[config.mk]
export PLATFORM = sky130hd
export DESIGN_NAME = uint8_window_mean
export DESIGN_NICKNAME = d
export VERILOG_FILES = /design/src/rtl/uint8_12_pkg.sv /design/src/rtl/uint8_12_scale.sv /design/src/rtl/uint8_window_mean.sv
export SDC_FILE = /design/constraint.sdc
export NUM_CORES = 1
export LEC_CHECK = 0
export ABC_AREA = 1
export BUFFER_PORTS_ARGS = -buffer_cell sky130_fd_sc_hd__buf_2
export CAP_MARGIN = 25
export CORE_MARGIN = 2
export CORE_UTILIZATION = 40
export DETAILED_ROUTE_END_ITERATION = 7
export PLACE_DENSITY = 0.61
export SLEW_MARGIN = 30
export SYNTH_ARGS = -nofsm -noshare
export SYNTH_HDL_FRONTEND = slang
export SYNTH_SLANG_ARGS = --single-unit
[constraint.sdc]
create_clock -name clk_i -period 1.8 [get_ports clk_i]
set_input_delay 0.36 -clock clk_i [delete_from_list [all_inputs] [get_ports clk_i]]
set_output_delay 0.36 -clock clk_i [all_outputs]
set_load 0.01 [all_outputs]
[src/rtl/uint8_12_pkg.sv]
// Shared definitions for the unsigned 8.12 fixed-point datapath: the bus
// type, its saturation value, the accumulator FSM states and the constant
// reciprocal used to turn a window sum into a mean.
package uint8_12_pkg;

    localparam int UINT8_12_WIDTH = 20;
    localparam int FRAC_BITS      = 12;

    typedef logic [UINT8_12_WIDTH-1:0] uint8_12_t;

    // Largest representable 8.12 value, used when a scaled result overflows.
    localparam uint8_12_t UINT8_12_MAX = '1;

    // Window accumulator states.
    typedef enum logic {
        ACC_EMPTY = 1'b0,
        ACC_ACCUM = 1'b1
    } acc_state_e;

    // round(2**(FRAC_BITS+shift) / window), i.e. 1/window expressed with
    // FRAC_BITS+shift fraction bits. Evaluated at elaboration time only.
    function automatic int unsigned recip_calc(input int unsigned window,
                                               input int unsigned shift);
        longint unsigned num;
        longint unsigned den;
        num = 64'd1 << (FRAC_BITS + int'(shift));
        den = 64'(window);
        return 32'((num + (den >> 1)) / den);
    endfunction

endpackage : uint8_12_pkg

[src/rtl/uint8_12_scale.sv]
// Constant-reciprocal scaler: multiplies a window sum by a precomputed
// reciprocal, drops the extra reciprocal fraction bits (truncating) and
// saturates to the 8.12 range. One register stage; a drop marker travels
// alongside so it stays aligned with the mean pipeline.
module uint8_12_scale
    import uint8_12_pkg::*;
#(
    parameter int          SUM_WIDTH   = 12,
    parameter int unsigned RECIP       = 65536,
    parameter int          RECIP_SHIFT = 8
) (
    input  logic                 clk_i,
    input  logic                 rst_ni,
    input  logic [SUM_WIDTH-1:0] sum_i,
    input  logic                 sum_valid_i,
    input  logic                 drop_i,
    output uint8_12_t            mean_o,
    output logic                 mean_valid_o,
    output logic                 drop_o
);

    localparam int RECIP_WIDTH = $clog2(RECIP + 1);
    localparam int PROD_WIDTH  = SUM_WIDTH + RECIP_WIDTH;
    // Work at least wide enough that bits above the 20-bit result exist after
    // the shift, so the overflow test below always has something to look at.
    localparam int EXT_WIDTH   = (PROD_WIDTH > RECIP_SHIFT + UINT8_12_WIDTH)
                               ? PROD_WIDTH
                               : RECIP_SHIFT + UINT8_12_WIDTH + 1;

    logic [EXT_WIDTH-1:0] prod;
    logic [EXT_WIDTH-1:0] shifted;
    uint8_12_t            mean_d;
    uint8_12_t            mean_q;
    logic                 mean_valid_d;
    logic                 mean_valid_q;
    logic                 drop_d;
    logic                 drop_q;

    // Multiply, truncate the reciprocal's extra fraction bits, then saturate.
    always_comb begin
        prod         = EXT_WIDTH'(sum_i) * EXT_WIDTH'(RECIP);
        shifted      = prod >> RECIP_SHIFT;
        mean_d       = mean_q;
        mean_valid_d = sum_valid_i;
        drop_d       = drop_i;
        if (sum_valid_i) begin
            if (|shifted[EXT_WIDTH-1:UINT8_12_WIDTH]) begin
                mean_d = UINT8_12_MAX;
            end else begin
                mean_d = shifted[UINT8_12_WIDTH-1:0];
            end
        end
    end

    // Stage register; the mean only moves when a new sum arrives.
    always_ff @(posedge clk_i or negedge rst_ni) begin
        if (!rst_ni) begin
            mean_q       <= '0;
            mean_valid_q <= 1'b0;
            drop_q       <= 1'b0;
        end else begin
            mean_q       <= mean_d;
            mean_valid_q <= mean_valid_d;
            drop_q       <= drop_d;
        end
    end

    assign mean_o       = mean_q;
    assign mean_valid_o = mean_valid_q;
    assign drop_o       = drop_q;

endmodule : uint8_12_scale

[src/rtl/uint8_window_mean.sv]
// Windowed mean of an 8-bit unsigned sample stream, emitted as uint8.12.
// Pipeline: input register -> window accumulator FSM -> constant-reciprocal
// scaler -> output register. A sof marker arriving mid-window abandons the
// partial window and raises a drop pulse through the same pipeline depth,
// so drop and mean pulses leave in the order their causes arrived.
module uint8_window_mean
    import uint8_12_pkg::*;
#(
    parameter int          WINDOW      = 16,
    parameter int          CNT_WIDTH   = $clog2(WINDOW + 1),
    parameter int          SUM_WIDTH   = 8 + $clog2(WINDOW),
    parameter int          RECIP_SHIFT = 8,
    parameter int unsigned RECIP       = recip_calc(WINDOW, RECIP_SHIFT)
) (
    input  logic        clk_i,
    input  logic        rst_ni,
    input  logic [7:0]  sample_i,
    input  logic        valid_i,
    input  logic        sof_i,
    output uint8_12_t   mean_o,
    output logic        mean_valid_o,
    output logic        window_drop_o
);

    // A one-sample window would need to close on its opening sample, which
    // the accumulator does not handle; a 256-sample window is the widest the
    // reciprocal precision was sized for.
    if (WINDOW < 2 || WINDOW > 256) begin : g_bad_window
        $error("uint8_window_mean: WINDOW must lie in 2..256");
    end

    // Stage 0: registered inputs.
    logic [7:0]           sample_d, sample_q;
    logic                 valid_d, valid_q;
    logic                 sof_d, sof_q;

    // Stage 1: window accumulator.
    acc_state_e           state_d, state_q;
    logic [SUM_WIDTH-1:0] acc_d, acc_q;
    logic [CNT_WIDTH-1:0] count_d, count_q;
    logic                 sum_valid_d, sum_valid_q;
    logic                 drop_d, drop_q;

    // Stage 2: scaler outputs.
    uint8_12_t            scaled_mean;
    logic                 scaled_valid;
    logic                 scaled_drop;

    // Stage 3: output register.
    uint8_12_t            mean_d, mean_q;
    logic                 mean_valid_d, mean_valid_q;
    logic                 window_drop_d, window_drop_q;

    // Input capture: no backpressure, so every cycle is simply registered.
    always_comb begin
        sample_d = sample_i;
        valid_d  = valid_i;
        sof_d    = sof_i;
    end

    // Accumulator FSM: open a window, add samples, close on the WINDOW-th
    // sample, or abandon the partial window when sof arrives mid-window.
    // On close the full sum is left in acc_q for one cycle, which is exactly
    // when the scaler picks it up, even if the next window opens right away.
    always_comb begin
        state_d     = state_q;
        acc_d       = acc_q;
        count_d     = count_q;
        sum_valid_d = 1'b0;
        drop_d      = 1'b0;
        if (valid_q) begin
            unique case (state_q)
                ACC_EMPTY: begin
                    acc_d   = SUM_WIDTH'(sample_q);
                    count_d = CNT_WIDTH'(1);
                    state_d = ACC_ACCUM;
                end
                ACC_ACCUM: begin
                    if (sof_q) begin
                        drop_d  = 1'b1;
                        acc_d   = SUM_WIDTH'(sample_q);
                        count_d = CNT_WIDTH'(1);
                    end else begin
                        acc_d   = acc_q + SUM_WIDTH'(sample_q);
                        count_d = count_q + CNT_WIDTH'(1);
                        if (count_q == CNT_WIDTH'(WINDOW - 1)) begin
                            sum_valid_d = 1'b1;
                            count_d     = '0;
                            state_d     = ACC_EMPTY;
                        end
                    end
                end
                default: begin
                    state_d = ACC_EMPTY;
                end
            endcase
        end
    end

    // Stage 0 and stage 1 state.
    always_ff @(posedge clk_i or negedge rst_ni) begin
        if (!rst_ni) begin
            sample_q    <= '0;
            valid_q     <= 1'b0;
            sof_q       <= 1'b0;
            state_q     <= ACC_EMPTY;
            acc_q       <= '0;
            count_q     <= '0;
            sum_valid_q <= 1'b0;
            drop_q      <= 1'b0;
        end else begin
            sample_q    <= sample_d;
            valid_q     <= valid_d;
            sof_q       <= sof_d;
            state_q     <= state_d;
            acc_q       <= acc_d;
            count_q     <= count_d;
            sum_valid_q <= sum_valid_d;
            drop_q      <= drop_d;
        end
    end

    uint8_12_scale #(
        .SUM_WIDTH   (SUM_WIDTH),
        .RECIP       (RECIP),
        .RECIP_SHIFT (RECIP_SHIFT)
    ) u_scale (
        .clk_i        (clk_i),
        .rst_ni       (rst_ni),
        .sum_i        (acc_q),
        .sum_valid_i  (sum_valid_q),
        .drop_i       (drop_q),
        .mean_o       (scaled_mean),
        .mean_valid_o (scaled_valid),
        .drop_o       (scaled_drop)
    );

    // Output stage: the mean holds its last value between pulses.
    always_comb begin
        mean_d        = mean_q;
        mean_valid_d  = scaled_valid;
        window_drop_d = scaled_drop;
        if (scaled_valid) begin
            mean_d = scaled_mean;
        end
    end

    // Output register.
    always_ff @(posedge clk_i or negedge rst_ni) begin
        if (!rst_ni) begin
            mean_q        <= '0;
            mean_valid_q  <= 1'b0;
            window_drop_q <= 1'b0;
        end else begin
            mean_q        <= mean_d;
            mean_valid_q  <= mean_valid_d;
            window_drop_q <= window_drop_d;
        end
    end

    assign mean_o        = mean_q;
    assign mean_valid_o  = mean_valid_q;
    assign window_drop_o = window_drop_q;

endmodule : uint8_window_mean

== Word level (Yosys, flattened, before mapping) ==
Cells that the tools add are included.

* Flip-flop bits (word level): 58
* Bits in latches: 0
* Memory bits (writable): 0
* ROM bits: 0
* Bits of input ports: 12
* Output and inout port bits: 22
* Logic and storage cells: 33
* Memories: 0

* Add/subtract/negate cells: 2
* Multipliers: 0
* Divide/modulo/power cells: 0
* Magnitude comparators: 0
* Equal/unequal tests: 1
* Shifts and indexed selects: 0
* Muxes and demuxes: 15
* Bitwise gates (word level): 1
* Reductions and logical operators: 0

{| class="wikitable"
|+ Operators with widths
! cell !! number
|-
| 12-bit one-hot mux with 2 select lines || 1
|-
| 12-bit by 8-bit adder with 12-bit output || 1
|-
| 12-bit two-way mux || 1
|-
| 5-bit two-way mux || 2
|-
| 5-bit one-hot mux with 2 select lines || 1
|-
| 1-bit two-way mux || 9
|-
| 5-bit by 1-bit adder with 5-bit output, second input constant || 1
|-
| 5-bit by 4-bit equality test with 1-bit output, second input constant || 1
|-
| 1-bit one-hot mux with 2 select lines || 1
|-
| 1-bit inverter || 1
|}

== Depth between registers and ports, before layout ==
* Depth in word-level cells: 5
* Depth in mapped cells: 11
* Depth with buffers taken out: 11

== Hierarchy ==
Synthesis repeated with hierarchy kept, for this count alone.

* Cell total of the unflattened synthesis: 296
* Area total of the unflattened synthesis: 3,014.1 µm²

{| class="wikitable"
|+ By module, submodules not included
! module !! instances !! cells an instance !! area each (µm²) !! seq. area each (µm²)
|-
| uint8_window_mean || 1 || 234 || 2,442.3 || 1,301.2
|-
| uint8_12_scale || 1 || 62 || 571.8 || 350.3
|}

== Least setup slack after synthesis ==
No wires, ideal clock.

* Path kind: register to register
* Start point: register acc_q[0]
* End point: register acc_q[6]
* Setup time: 119 ps
* Arrival time: 1,464 ps
* Required time: 1,681 ps
* Setup slack: 217 ps
* Cell stages (with the launch flop): 12
* Path buffers: 0
* Clock period less this slack: 1,583 ps
* Cell sequence: dfrtp_1 > ha_1 > inv_1 > fa_1 > nor2_4 > nor2_4 > inv_2 > nand2_1 > nand2_2 > nand2_1 > nand2_1 > o21ai_2

* Word-level cells in the longest chain between the ends: 3

{| class="wikitable"
|+ RTL lines
! element !! RTL line !! text
|-
| start: declaration || uint8_window_mean.sv:39 || <nowiki>logic [SUM_WIDTH-1:0] acc_d, acc_q;</nowiki>
|-
| start signal: assignment || uint8_window_mean.sv:107 || <nowiki>acc_q <= '0;</nowiki>
|-
| start signal: assignment || uint8_window_mean.sv:116 || <nowiki>acc_q <= acc_d;</nowiki>
|-
| 12-bit by 8-bit adder with 12-bit output || uint8_window_mean.sv:84 || <nowiki>acc_d = acc_q + SUM_WIDTH'(sample_q);</nowiki>
|-
| 12-bit two-way mux || uint8_window_mean.sv:79 || <nowiki>if (sof_q) begin</nowiki>
|-
| 12-bit one-hot mux with 2 select lines || uint8_window_mean.sv:72 || <nowiki>unique case (state_q)</nowiki>
|}

No other way between the ends.
A chain may end at the register's enable or synchronous reset.

== Worst setup path after layout ==
* Start point: register acc_q[0]
* End point: register acc_q[8]

Same word-level chain as after synthesis.

==> flow_summary.toml <==
[status]
status = "finished clean"

[clock_tree]
cts-root-buf = "clkbuf_8"
cts.clk_slew.worst_paths_ps = 70
cts_buffers = 9
h-tree-depth = 3
cts_tree = "built"
worstSkewPairLatency_ps = 340
clock_path_buffers = 2
cts_num_sinks = 58

[synthesis]
synth_area_sq_um = 2690
synth_edf_count = 0
synth-main-ff-cell = "dfrtp_1"
synthArstFlopShare = 1.00
yosysUniqueCellTypes = 34
yosysWarnings = 0
syn_avg_cell_area_sq_um = 9.32
synth_seq_cells = 58
synth-seq-area-share = 0.541
syn_inst = 288

[power]
pwr-share-seq = 0.436
clockPowerShare = 0.385
power_mw = 3.42
internal_power_mw = 2.45
ir_worst_vdd_v = 0.000594
p_comb_frac = 0.179
p_leak_nw = 1.63
power.density_nw_per_um2 = 1080
p_switching_mw = 0.975
switching_share = 0.285

[critical_path]
crit_path_top_delay_cell = "dfrtp_1"
worstPathRequired_ps = 2030
crit_type = "flip-flop to flip-flop"
critPathArrivalTime_ps = 1870
worstSetupEndpoint = "acc_q[8]"
reg2reg_slack_ps = 170
reg2regPathDepth = 9
startpoint_type = "flip-flop"
reg2reg_to = "acc_q[8]"
critPathLaunch = "acc_q[0]"
max_stage_delay_ps = 380
crit_fanout = 3
path_cells = "ha_2 -> inv_1 -> fa_2 -> nor2_4 -> nor2_4 -> o21ai_2 -> nand3_1 -> nand2_1 -> nor2_1"
end_kind = "flip-flop"
r2r-start = "acc_q[0]"
crit_path_frequent_cell = "nor2_4"

[floorplanning]
fp.dieW_um = 85.9
die_y_um = 85.9
core.rowCount = 29
start_util = 0.418
core_area_sq_um = 6420
ios = 34
die-area_sq_um = 7380

[layout]
drive_above_1_share = 0.216
fin_area_sq_um = 3150
layout_common_cells = "61 x nand2_1, 58 x dfrtp_1, 34 x inv_1"
final-instance-count-excl-fill = 406
nNetsFinal = 347
syn2layout_area_growth_pct = 17.4
final_common_cell = "nand2_1"
utilization = 0.491
diodes = 0

[placement]
place_area_sq_um = 2920
numPortBuffers = 25
gp_congestion = 0.884
place_hpwl_um = 3600
place_inst = 390

[sta]
tns_ps = 0
fin_crit_sh = 0.907
finalSetupViolations = 0
skew_ps = 6.82
max_freq_mhz = 613
slew_viol_final = 0
final_hold_viol_count = 0
finalWorstPathRequiredPeriod_ps = 1630
rsz0062_at_grt = "no"

[grt]
grt_max_degree = 39
grt_first_pass_wirelength_um = 8780
overflow = 0
grt.total_usage = 0.159
antenna_found_initial = 0
first_global_vias = 1893

[detailed_routing]
via_count = 1939
routedWlPerCell_um = 12.6
ant_nets = 0
via_per_inst = 4.78
routed_wl_um = 5100
drtIter0Drc = 86
drcViolationCount = 0
firstDrtPassIters = 4

[min_path]
min_path_type = "primary input to flip-flop"

[run]
maxCapViolCount = 0
-- power by group through the flow --
| stage | clock, mW | combinational (mW) | sequential, mW |
|---|---|---|---|
| 6_report | 1.32 | 0.611 | 1.49 |
| 3_5_place_dp | 0 | 0.608 | 1.52 |
| 3_3_place_gp | 0 | 0.601 | 1.51 |
| 4_1_cts | 1.36 | 0.612 | 1.49 |
| 5_1_grt | 1.41 | 0.706 | 1.51 |
| 2_1_floorplan | 0 | 0.467 | 1.49 |
-- per-stage QoR --
stage | setup WS [ps] | hold slack, ps
6_report | 168 | 120
5_1_grt | 57.2 | 97.2
4_1_cts | 92.0 | 102
3_3_place_gp | 165 | 336
2_1_floorplan | 217 | 64.4
3_5_place_dp | 113 | 336
-- worst min-delay path by stage --
| stage | start | endpoint | slack, ps | cells after the start |
|---|---|---|---|---|
| finish | sample_i[5] | sample_q[5] | 120 | 1 |
| global route | sample_i[4] | sample_q[4] | 100 | 1 |
| CTS | sample_i[4] | sample_q[4] | 100 | 1 |
| detailed placement | rst_ni | mean_o[9] | 340 | 2 |
| global placement | u_scale.drop_o | window_drop_o | 340 | 0 |
| floorplan | rst_ni | acc_q[0] | 60 | 0 |
-- flip-flops by register name (all words and copies together), names as in the netlist --
name,cells
acc_q,12
count_q,5
drop_q,1
mean_o,12
mean_valid_o,1
sample_q,8
sof_q,1
state_q,1
sum_valid_q,1
u_scale.drop_o,1
u_scale.mean_o,12
u_scale.mean_valid_o,1
valid_q,1
window_drop_o,1
-- critical path: cells and delay by family (launching register included) --
kind,cells,cell delay (ps)
compound gates,1,130
fa+ha+maj,2,590
buf+inv,1,60
flops,1,380
simple gates,5,380
-- Yosys cell counts, drive strengths merged, types with 2 or more instances --
library cell | n | area, sq um
o221ai | 2 | 17.5
a22o | 4 | 35.0
a21oi | 22 | 118
buf | 11 | 77.6
nor3 | 2 | 10.0
ha | 9 | 113
nor2 | 29 | 131
dfrtp | 58 | 1450
inv | 35 | 131
xor2 | 2 | 17.5
o21ai | 13 | 72.6
mux2 | 3 | 33.8
nand3 | 17 | 108
nand2 | 67 | 267
clkbuf | 3 | 11.3
-- repair_timing --
action / CTS / global route
endpoints found under the hold margin: 20 / 0
hold buffers: 1 / 0
endpoints found under the setup margin: 0 / 3
buffers inserted: 0 / 0
resized for setup: 0 / 2
-- layer usage --
layer	part of all wire	vias to the layer above	global-route usage
met5	0	-	0
met4	0.021	0	0.0664
met3	0.066	14	0.0731
met2	0.43	51	0.222
met1	0.48	883	0.212
li1	-	991	-
-- cell type report --
cell class / instances / area, sq um
sequential: 58 / 1450
multi-input combinational: 188 / 1040
timing repair buffer: 33 / 213
fill: 608 / 3270
tap: 77 / 96.3
clock buffer: 10 / 138
inverter: 35 / 131
clock inverter: 5 / 78.8
-- kinds of logic (layout without fill, tap and decap cells) --
family                   count (synthesis)  count (layout)  synth area share
flip-flops                              58              58             0.541
buffers and inverters                   49              83            0.0820
adder cells (fa/ha/maj)                 10              10            0.0494
AND/OR/NAND/NOR                        119             119             0.202
AO/OA/AOI/OAI                           46              46             0.106
other                                    1               8           0.00140
XOR/XNOR                                 2               2           0.00652
multiplexers                             3               3            0.0126
No activity file was read; power rests on OpenSTA's default activity.
